File: src/rtl/conv2_sequencer.sv
// Sequencer for one conv layer 2 pass: kicks the datapath, streams image/weight/bias
// words from the shared source memory, then captures feature-map words into the output buffer.
module conv2_sequencer #(
  parameter int IN_CHANNELS    = 2,
  parameter int OUT_CHANNELS   = 3,
  parameter int IN_IMG_SIZE    = 12,
  parameter int OUT_IMG_SIZE   = 10,
  parameter int KERNEL_SIZE    = 3,
  parameter int DATA_WIDTH     = 16,
  parameter int ADDR_WIDTH     = 10,
  parameter int TIMEOUT_CYCLES = 8192
) (
  input  logic                  clk,
  input  logic                  reset,
  input  logic                  start,
  input  logic                  hold,
  output logic                  busy,
  output logic                  done,
  output logic                  error,
  output logic                  src_rd_en,
  output logic [1:0]            src_sel,
  output logic [ADDR_WIDTH-1:0] src_addr,
  input  logic [DATA_WIDTH-1:0] src_rd_data,
  output logic                  conv_start,
  output logic                  conv_data_valid,
  output logic [DATA_WIDTH-1:0] conv_image,
  output logic [DATA_WIDTH-1:0] conv_weights,
  output logic [DATA_WIDTH-1:0] conv_biases,
  input  logic                  conv_result_valid,
  input  logic [DATA_WIDTH-1:0] conv_map,
  input  logic                  conv_finish,
  output logic                  map_wr_en,
  output logic [ADDR_WIDTH-1:0] map_wr_addr,
  output logic [DATA_WIDTH-1:0] map_wr_data
);

  localparam int IMG_TOTAL  = IN_CHANNELS * IN_IMG_SIZE * IN_IMG_SIZE;
  localparam int WGT_TOTAL  = IN_CHANNELS * OUT_CHANNELS * KERNEL_SIZE * KERNEL_SIZE;
  localparam int BIAS_TOTAL = OUT_CHANNELS;
  localparam int MAP_TOTAL  = OUT_CHANNELS * OUT_IMG_SIZE * OUT_IMG_SIZE;
  localparam int IMG_W  = $clog2(IMG_TOTAL + 1);
  localparam int WGT_W  = $clog2(WGT_TOTAL + 1);
  localparam int BIAS_W = $clog2(BIAS_TOTAL + 1);
  localparam int MAP_W  = $clog2(MAP_TOTAL + 1);
  localparam int TO_W   = $clog2(TIMEOUT_CYCLES);

  typedef enum logic [3:0] {
    S_IDLE, S_KICK, S_LOAD_IMG, S_LOAD_WGT, S_LOAD_BIAS,
    S_FLUSH, S_WAIT_CONV, S_DONE, S_ERROR
  } state_t;

  state_t            state;
  logic [IMG_W-1:0]  img_cnt;
  logic [WGT_W-1:0]  wgt_cnt;
  logic [BIAS_W-1:0] bias_cnt;
  logic [MAP_W-1:0]  map_cnt;
  logic [TO_W-1:0]   timeout_cnt;
  logic              rv_q;
  logic              rd_q;
  logic [1:0]        sel_q;
  logic              rv_edge;
  logic              capture;
  logic [MAP_W-1:0]  map_cnt_next;

  // Read strobe must reflect this cycle's hold, so the source port is decoded from state.
  // NOTE: every always_comb output gets a default first so no latch is inferred.
  always_comb begin
    src_rd_en = 1'b0;
    src_sel   = 2'd0;
    src_addr  = '0;
    case (state)
      S_LOAD_IMG: begin
        src_rd_en = !hold;
        src_sel   = 2'd0;
        src_addr  = ADDR_WIDTH'(img_cnt);
      end
      S_LOAD_WGT: begin
        src_rd_en = !hold;
        src_sel   = 2'd1;
        src_addr  = ADDR_WIDTH'(wgt_cnt);
      end
      S_LOAD_BIAS: begin
        src_rd_en = !hold;
        src_sel   = 2'd2;
        src_addr  = ADDR_WIDTH'(bias_cnt);
      end
      default: ;
    endcase
  end

  // Read data arrives one cycle after the strobe; the captured select routes it.
  assign conv_data_valid = rd_q;
  assign conv_image      = (rd_q && sel_q == 2'd0) ? src_rd_data : '0;
  assign conv_weights    = (rd_q && sel_q == 2'd1) ? src_rd_data : '0;
  assign conv_biases     = (rd_q && sel_q == 2'd2) ? src_rd_data : '0;

  assign rv_edge      = conv_result_valid && !rv_q;
  assign capture      = (state == S_WAIT_CONV) && rv_edge && (map_cnt < MAP_W'(MAP_TOTAL));
  assign map_cnt_next = map_cnt + MAP_W'(capture);

  // NOTE: sequential state uses non-blocking assignments so every register samples pre-edge values.
  always_ff @(posedge clk) begin
    if (reset) begin
      state       <= S_IDLE;
      busy        <= 1'b0;
      done        <= 1'b0;
      error       <= 1'b0;
      conv_start  <= 1'b0;
      map_wr_en   <= 1'b0;
      map_wr_addr <= '0;
      map_wr_data <= '0;
      img_cnt     <= '0;
      wgt_cnt     <= '0;
      bias_cnt    <= '0;
      map_cnt     <= '0;
      timeout_cnt <= '0;
      rv_q        <= 1'b0;
      rd_q        <= 1'b0;
      sel_q       <= 2'd0;
    end else begin
      rd_q       <= src_rd_en;
      sel_q      <= src_sel;
      rv_q       <= conv_result_valid;
      map_wr_en  <= 1'b0;
      done       <= 1'b0;
      conv_start <= 1'b0;
      case (state)
        S_IDLE, S_DONE, S_ERROR: begin
          if (start) begin
            state       <= S_KICK;
            busy        <= 1'b1;
            conv_start  <= 1'b1;
            error       <= 1'b0;
            img_cnt     <= '0;
            wgt_cnt     <= '0;
            bias_cnt    <= '0;
            map_cnt     <= '0;
            timeout_cnt <= '0;
          end
        end
        S_KICK: state <= S_LOAD_IMG;
        S_LOAD_IMG: if (!hold) begin
          img_cnt <= img_cnt + 1'b1;
          if (img_cnt == IMG_W'(IMG_TOTAL - 1)) state <= S_LOAD_WGT;
        end
        S_LOAD_WGT: if (!hold) begin
          wgt_cnt <= wgt_cnt + 1'b1;
          if (wgt_cnt == WGT_W'(WGT_TOTAL - 1)) state <= S_LOAD_BIAS;
        end
        S_LOAD_BIAS: if (!hold) begin
          bias_cnt <= bias_cnt + 1'b1;
          if (bias_cnt == BIAS_W'(BIAS_TOTAL - 1)) state <= S_FLUSH;
        end
        S_FLUSH: begin
          timeout_cnt <= '0;
          state       <= S_WAIT_CONV;
        end
        S_WAIT_CONV: begin
          if (capture) begin
            map_wr_en   <= 1'b1;
            map_wr_addr <= ADDR_WIDTH'(map_cnt);
            map_wr_data <= conv_map;
            map_cnt     <= map_cnt_next;
          end else if (rv_edge) begin
            error <= 1'b1;  // more results than the map holds
          end
          if (conv_finish) begin
            busy <= 1'b0;
            if (map_cnt_next == MAP_W'(MAP_TOTAL)) begin
              state <= S_DONE;
              done  <= 1'b1;
            end else begin
              state <= S_ERROR;
              error <= 1'b1;
            end
          end else if (timeout_cnt == TO_W'(TIMEOUT_CYCLES - 1)) begin
            state <= S_ERROR;
            error <= 1'b1;
            busy  <= 1'b0;
          end else begin
            timeout_cnt <= timeout_cnt + 1'b1;
          end
        end
        default: state <= S_IDLE;
      endcase
    end
  end

endmodule

File: config.mk
export PLATFORM = sky130hd
export DESIGN_NAME = conv2_sequencer
export DESIGN_NICKNAME = d
export VERILOG_FILES = /design/src/rtl/conv2_sequencer.sv
export SDC_FILE = /design/constraint.sdc
export NUM_CORES = 1
export LEC_CHECK = 0
export CORE_MARGIN = 8
export CORE_UTILIZATION = 50
export DETAILED_ROUTE_END_ITERATION = 10
export PLACE_DENSITY = 0.91
export RECOVER_POWER = 50
export SLEW_MARGIN = 10
export SYNTH_ARGS = -nofsm -noshare
export SYNTH_HDL_FRONTEND = slang
export SYNTH_SLANG_ARGS = --single-unit
File: constraint.sdc
create_clock -name clk -period 8.08 [get_ports clk]
set_clock_uncertainty 0.2 [all_clocks]
set_input_delay 0.808 -clock clk [delete_from_list [all_inputs] [get_ports clk]]
set_output_delay 0.808 -clock clk [all_outputs]
set_load 0.1 [all_outputs]
**After elaboration in Yosys (flattened, before gate mapping)**

Cells that the tools add are included.

- Bits of input ports: 38
- Logic and storage cells: 126
- Output and inout port bits: 93
- Flip-flop bits (word level): 77

- Equal/unequal tests: 26
- Reductions and logical operators: 29
- $add $sub $neg: 5
- Multiplexer cells: 46
- Magnitude comparators: 1
- Bitwise operators: 3

Operators by type and width:

| cell | count |
|---|---|
| $mux 16 | 3 |
| $mux 4 | 10 |
| $mux 13 | 3 |
| $pmux 13 s3 | 1 |
| $pmux 9 s2 | 2 |
| $pmux 4 s7 | 1 |
| $mux 9 | 3 |
| $pmux 9 s3 | 1 |
| $ne 2x2->1 const B | 10 |
| $eq 9x9->1 const B | 2 |
| $eq 4x3->1 const B | 4 |
| $reduce_and 3->1 | 5 |
| $add 13x1->13 const B | 1 |
| $eq 13x13->1 const B | 1 |
| $mux 1 | 13 |
| $mux 6 | 2 |
| $pmux 6 s2 | 1 |
| $add 9x1->9 | 1 |
| $add 9x1->9 const B | 1 |
| $lt 9x9->1 const B | 1 |
| $reduce_or 3->1 | 3 |
| $eq 4x2->1 const B | 2 |
| $pmux 2 s2 | 2 |
| $reduce_and 8->1 | 1 |
| 20 further kinds | 36 |

**Longest topological paths before layout**

Gate-level depths: netlist (run 1).

- Depth after elaboration: 9
- Gate-level depth with buffers: 16
- Depth with buffers taken out: 12

**Worst setup path after synthesis (run 1)**

Ideal clock, no wire load.

- Path kind: flip-flop to output port
- Start point: reg state[2]
- End point: out src_addr[0]
- Path slack: 4.069 ns
- Data arrival time: 3.003 ns
- Required time: 7.072 ns
- Cell stages (with the launch flop): 6
- Path buffers: 1
- Path through: dfxtp_1 -> buf_2 -> inv_1 -> nor2_1 -> nand2_1 -> o21ai_0

- Word-level cells in the longest chain between the ends: 2
- Elaborated cells between the ends (all ways): 4
- Those cells by class: 3 x eq/ne; 1 x mux

Ends and longest elaborated chain:

| what | line | text |
|---|---|---|
| start, declared | 52 | `state_t state;` |
| start signal, assigned | 104 | `state <= S_IDLE;` |
| start signal, assigned | 130 | `state <= S_KICK;` |
| start signal, assigned | 141 | `S_KICK: state <= S_LOAD_IMG;` |
| $eq 4x3->1 / $eq 4x2->1 (equally long branches) | 71 | `case (state)` |
| $pmux 9 s3 * | 71 |  |
| end, declared | 22 | `output logic [ADDR_WIDTH-1:0] src_addr,` |

Every way passes the cells marked *; elsewhere a longest branch is shown, timed or not.

**Worst setup path in the final report (run 1)**

- Start point: in conv_result_valid
- End point: reg state[2]

- Word-level cells in the longest chain between the ends: 8

Ends and longest elaborated chain:

| what | line | text |
|---|---|---|
| start, declared | 29 | `input logic conv_result_valid,` |
| $logic_and 1x1->1 | 97 | `assign rv_edge = conv_result_valid && !rv_q;` |
| $logic_and 1x1->1 (2 in a row) | 98 | `assign capture = (state == S_WAIT_CONV) && rv_edge && (map_cnt < MAP_W'(MAP_TOTAL));` |
| $add 9x1->9 | 99 | `assign map_cnt_next = map_cnt + MAP_W'(capture);` |
| $eq 9x9->1 | 169 | `if (map_cnt_next == MAP_W'(MAP_TOTAL)) begin` |
| $mux 4 | 169 |  |
| $mux 4 | 167 | `if (conv_finish) begin` |
| $pmux 4 s7 | 127 | `case (state)` |
| end signal, assigned | 130 |  |
| end signal, assigned | 170 | `state <= S_DONE;` |
| end signal, assigned | 173 | `state <= S_ERROR;` |

Every way passes these cells.
A chain may end at the register's enable or synchronous reset.

==> impl_results.md, run 1 <==
* DRT iter0 DRCs at 313
* Post-synth EDFFs at 0
* Final Util at 70.3%
* PD cells at 190 nW/um^2
* Largest stage delay on the critical path at 1120 ps
* Violated checks: capacitance limit, slew limit
* Buffer levels on the longest clock path at 2
* Setup crit end kind: flip-flop
* Width of the chip at 105 um
* Routed Antenna Nets at 0
* Max-Cap Viols at 1
* Final Max Slew Viols at 51
* DRC at 0
* CTS tree: yes
* Synth async-reset ratio at 0%
* Largest net degree at the start of global routing at 51
* Min-delay worst type: reg2reg
* CTS resizes at 0
* Min cycle time layout at 5570 ps
* Status: complete, but fails checks
* Cell count after placement at 703
* Most frequent cells in the layout: clkdlybuf4s50_1, dfxtp_1, nand2_1
* Crit path kind: in2reg
* Core area at 7690 sq um
* WP data required at 8120 ps
* CP dominant cell by count: ha_1
* CTS Buf Count at 9
* GPL Wtd Cong at 0.932
* Avg WL per Cell at 15.8 um
* Area growth syn-to-layout at 36.5%
* Largest area contributor in the netlist: dfxtp_1
* CTS Sinks at 77
* Clock latency on the worst-skew pair at 350 ps
* Via count at 3,925
* Initial antenna violation count at 0
* Crit path max-delay cell type: clkinv_1
* Synth warn at 0
* Placement Rows at 32
* Post-layout nets at 657
* Top Ports at 131
* Layout cell share with drive strength beyond 1 at 4.23%
* CP Cell Sequence: clkdlybuf4s50_1, nor2b_1, nand2_1, a21o_1, clkinv_1, ha_1, ha_1, nor4b_1, nand4_1, o31a_1, o41ai_1
* Post-Route WL at 11,300 um
* Clock Tree Root: clkbuf_8
* Total leakage power at 2.07 nW
* First-pass iteration count of the detailed router at 5
* Max FO, Critical Path at 36
* CP bufs+invs at 2
* Max_slew headroom at -46.5%
* Hold_ws at 253 ps
* CP delay by family, top: buffers and inverters
* Cts hold-fix bufs at 0
* Detailed placement HPWL at 8230 um
* Worst path arrival time at 5600 ps
* Post-Syn Area per Cell at 7.89 sq um
* Unrepaired setup endpoints after global routing: no
* Hold Fails Final Rpt at 0
* Initial core utilization at 51.5%
* Share of the synthesized area in the top cell type at 38.9%
* Mapped cell area at 3960 sq um
* #FFs+latches synth at 77
* Post-Layout Cell Count at 717
* Die H at 105 um
* Via density at 5.47
* Final period util at 68.9%
* Remaining Overflow, GRT at 0
* Antenna diodes at 0
* H-Tree Level Count at 3
* Reg clk slew, reported paths at 80 ps
* Total track usage at 19.8%
* Post-synthesis cell type count at 56
* Main synth FF type: dfxtp_1
* Commonest non-fill, non-tap cell in the layout: clkdlybuf4s50_1
* Fmax at 0.180 GHz
* Post-Syn Instances at 502
* Post-synthesis sequential area ratio at 38.9%
* Setup Fix Bufs, Post-CTS at 0
* Ranking of synthesized cells by area: dfxtp_1, and2_1, nand2_1
* Final setup vio count at 0
* CP Launch Type: input pin
* Die area at 11,000 sq um
* Slew @ Worst Pin at 2200 ps
* Vias in the first global route at 3,581
* Maximum vdd drop at 0.125 mV
* Setup TNS at 0 ps
* Buffers on Ports at 128
* Wire length of the first global-routing pass at 18,300 um
* Filler cells at 596
==> layer usage <==
metal  track usage [%]  routed length (um)  up-vias
met5                 0                   0        -
met4              4.89                 145        0
met3              5.04                 761       16
met2              35.0                5900      160
met1              23.2                4510     1822
li1                  -                   -     1927
==> layout make-up <==
type	count	area (sq um)	area share [%]
Timing Repair Buffer	131	1290	24.0
Tap cell	102	128	2.36
Clock inverter	4	51.3	0.950
Inverter	13	48.8	0.903
Sequential cell	77	1540	28.5
Clock buffer	10	128	2.36
Multi-Input combinational cell	380	2210	40.9
==> tightest hold or removal path: stages, from the launching register on <==
cell and delay [ps]:
dfxtp_1 310, nand2_1 50, a21oi_1 50
==> stage by stage <==
step / worst slack [ps] / power [mW] / area [sq um]
final: 2510 / 1.02 / 5400
after CTS: 2600 / 1.03 / 5410
after detailed placement: 2290 / 0.756 / 5230
after global routing: 2230 / 1.07 / 5400
after global placement: 2510 / 0.747 / 5230
after floorplan: 4070 / 0.672 / 3960
==> cell usage after synthesis, types with 5 or more instances <==
library cell and n:
inv_1 12, dfxtp_1 77, nor2_1 50, xor2_1 10, buf_2 12, nor2b_1 9
nor3_1 9, and2_1 52, xnor2_1 13, clkbuf_1 17, ha_1 7, nand4_1 9
a211oi_1 5, nand3_1 19, o21ai_0 10, and3_1 7, a21oi_1 46, nand2_1 71
==> path summary, 6_finish.rpt <==
path | startpoint | end | slack, ps | cells past startpoint
setup / recovery | conv_result_valid | state[2] | 2510 | 11
hold / removal | map_wr_addr[1] | map_wr_addr[1] | 250 | 2
setup reg to reg | state[0] | state[2] | 2570 | 10
hold reg to reg | map_wr_addr[1] | map_wr_addr[1] | 250 | 2
==> state kept, by name, indices dropped and copies added, names as in the netlist <==
signal	flops
bias_cnt	2
busy	1
conv_data_valid	1
conv_start	1
done	1
error	1
img_cnt	9
map_cnt	9
map_wr_addr	9
map_wr_data	16
map_wr_en	1
rv_q	1
sel_q	2
state	4
timeout_cnt	13
wgt_cnt	6
==> cell families after synthesis <==
family                   after synthesis  synth area share, %
AND/OR/NAND/NOR                      255                 33.0
AO/OA/AOI/OAI                         90                 14.5
other                                  1               0.0947
XOR/XNOR                              23                 5.09
flip-flops                            77                 38.9
adder cells (fa/ha/maj)                7                 2.21
buffers and inverters                 46                 5.31
multiplexers                           3                0.790
==> report_power, final <==
group,internal (mW),switching (mW),total (mW)
sequential,0.393,0.0267,0.420
combinational,0.0918,0.237,0.329
clock,0.139,0.137,0.276
total,0.624,0.400,1.02
No activity file was read; power rests on OpenSTA's default activity.
==> inputs of run 2 (changes only) <==
--- a/config.mk
+++ b/config.mk
@@ -6,9 +6,9 @@
 export NUM_CORES = 1
 export LEC_CHECK = 0
 export CORE_MARGIN = 8
-export CORE_UTILIZATION = 50
+export CORE_UTILIZATION = 46
 export DETAILED_ROUTE_END_ITERATION = 10
-export PLACE_DENSITY = 0.91
+export PLACE_DENSITY = 0.85
 export RECOVER_POWER = 50
 export SLEW_MARGIN = 10
 export SYNTH_ARGS = -nofsm -noshare
==> constraint.sdc (replaced) <==
create_clock -name clk -period 5.74 [get_ports clk]
set_clock_uncertainty 0.2 [all_clocks]
set_input_delay 0.574 -clock clk [delete_from_list [all_inputs] [get_ports clk]]
set_output_delay 0.574 -clock clk [all_outputs]
set_load 0.1 [all_outputs]
==> run 2 against run 1 <==
  * The flow still finishes with violations (capacitance limit, slew limit)
  * Setup slack worse by 980 ps
  * Flip-flop and latch count unchanged
  * Global-route usage down 2.0 points
  * Clock power up 60%
  * Wire length down 3.6%
  * Die area up 7.4%
  * Final cell count up 0.84%
  * Design area up 0.88%
  * Non-clock buffer count down 1
  * Combinational power up 40%
  * Sequential power up 41%
  * Critical endpoint unchanged
==> impl_results.md, run 2 (synthesized netlist as in run 1, its figures left out) <==
* GR met3 Demand/Resource at 4.20% (-0.84 points)
* Initial core utilization at 46.3% (-5.2 points)
* Area growth syn-to-layout at 37.7%
* PD cells at 274 nW/um^2 (+45%)
* DRT iter0 DRCs at 294 (-6.1%)
* Final Max Slew Viols at 51 (unchanged)
* Largest net degree at the start of global routing at 51 (unchanged)
* Status: complete, but fails checks
* HP Start: map_wr_addr[2]
* Max_slew headroom at -45.4% (+1.1 points)
* Initial antenna violation count at 0 (unchanged)
* Maximum vdd drop at 0.139 mV (+11%)
* Largest Register: map_wr_data
* H-Tree Level Count at 3 (unchanged)
* Area occupied by multi-input gates at 2220 sq um (+0.51%)
* Top Ports at 131 (unchanged)
* Hold_ws at 251 ps (-1.78 ps)
* Via count at 3,898 (-0.69%)
* Fmax at 0.238 GHz
* Core area at 8550 sq um (+11%)
* Die area at 11,800 sq um (+7.4%)
* Final setup vio count at 0 (unchanged)
* Reg area at 1540 sq um (unchanged)
* Most frequent cells in the layout: clkdlybuf4s50_1, dfxtp_1, nand2_1
* Cell count after placement at 708 (+0.71%)
* GPL Wtd Cong at 0.890 (-4.5%)
* Final period util at 73.2%
* Clock latency on the worst-skew pair at 340 ps (about the same)
* Buffers on Ports at 128 (unchanged)
* R2R Path Start: state[2]
* CTS Buf Count at 9 (unchanged)
* Placement Rows at 34 (+6.3%)
* Final Util at 63.7% (-6.5 points)
* Width of the chip at 109 um (+3.6%)
* WP data required at 5770 ps (-2350 ps)
* CTS Sinks at 77 (unchanged)
* Min-delay worst type: reg2reg
* Avg WL per Cell at 15.1 um (-4.4%)
* Post-Layout Cell Count at 723 (+0.84%)
* CP Launch Type: flip-flop
* Commonest non-fill, non-tap cell in the layout: clkdlybuf4s50_1
* Max-Cap Viols at 1 (unchanged)
* CTS resizes at 0 (unchanged)
* Via density at 5.39 (-1.5%)
* Post-route cell area at 5450 sq um (+0.88%)
* Critical path startpoint: state[2]
* Setup crit end kind: flip-flop
* Max FO, Critical Path at 35 (-2.8%)
* Filler cells at 713 (+20%)
* Placed cell area at 5240 sq um (+0.22%)
* Crit path kind: reg2reg
* Reg clk slew, reported paths at 70 ps (about the same)
* Post-Route WL at 10,900 um (-3.6%)
* Die H at 109 um (+3.6%)
* Min cycle time layout at 4200 ps
* Total leakage power at 2.02 nW (-2.0%)
* GR Util met2 at 29.8% (-5.2 points)
* Detailed placement HPWL at 8230 um (about the same)
* Routed Antenna Nets at 0 (unchanged)
* Clock Tree Root: clkbuf_8
* Violated checks: capacitance limit, slew limit
* Fin worst setup slack at 1540 ps (-978 ps)
* CTS tree: yes
* Setup TNS at 0 ps (unchanged)
* Antenna diodes at 0 (unchanged)
* First-pass iteration count of the detailed router at 4 (-1)
* Total design power at 1.49 mW (+46%)
* Slew @ Worst Pin at 2180 ps (-17.0 ps)
* Setup Fix Bufs, Post-CTS at 0 (unchanged)
* Worst path arrival time at 4230 ps (-1370 ps)
* Post-layout nets at 656 (-0.15%)
* Total track usage at 17.8% (-2.0 points)
* Vias in the first global route at 3,603 (+0.61%)
* Hold Fails Final Rpt at 0 (unchanged)
* Remaining Overflow, GRT at 0 (unchanged)
* DRC at 0 (unchanged)
* Max reg flops at 16 (unchanged)
* Wire length of the first global-routing pass at 17,300 um (-5.4%)
* Layout cell share with drive strength beyond 1 at 4.07% (-0.16 points)
* Grt peak-use layer: met2
* Buffer levels on the longest clock path at 2 (unchanged)
* Dpl ws at 1380 ps (-903 ps)
* Cts hold-fix bufs at 0 (unchanged)
* Unrepaired setup endpoints after global routing: no
* Largest regs: map_wr_data: 16 flops, timeout_cnt: 13 flops
* M1 GR Usage at 21.5% (-1.7 points)
[run 2: changes by cell type in the layout (fill, tap and decap cells not counted), sizes merged]
cell / change
clkdlybuf4s50: +17
dlygate4sd3: -16
buf: -3
clkbuf: +2
bufinv: +1
clkinv: -1
[run 2: final timing paths]
path	cells past startpoint	endpoint	slack (ps)
max	12	state[2]	1540
min	2	map_wr_addr[2]	250
max reg2reg	12	state[2]	1540
min reg2reg	2	map_wr_addr[2]	250
[run 2: per-layer routing]
metal,part of all wire [%],vias to the layer above
met3,8.5,16
met1,42,1799
met2,48,156
li1,-,1927
met4,1.8,0
met5,0,-
[run 2: final cells by class]
type,instances,area share [%]
Timing Repair Buffer,130,23.6
Clock buffer,11,2.59
Sequential cell,77,28.3
Tap cell,108,2.48
Clock inverter,4,1.33
Inverter,13,0.895
Multi-Input combinational cell,380,40.8
[run 2: where the power goes]
group / total [mW] / internal (mW) / switching, mW / leakage, nW
clock network: 0.442 / 0.254 / 0.188 / 0.105
registers: 0.591 / 0.553 / 0.0373 / 0.621
logic: 0.461 / 0.130 / 0.331 / 1.30
total: 1.49 / 0.937 / 0.556 / 2.02
[run 2: worst max-delay path, cell delays in order, from the launching register on]
cell	delay [ps]
dfxtp_1	680
and4bb_1	380
nand2_1	80
a21o_1	520
clkinv_1	180
ha_1	240
ha_1	350
nand3_1	190
nor4_1	270
nand3b_1	140
nand4_1	240
o31a_1	310
o41ai_1	300
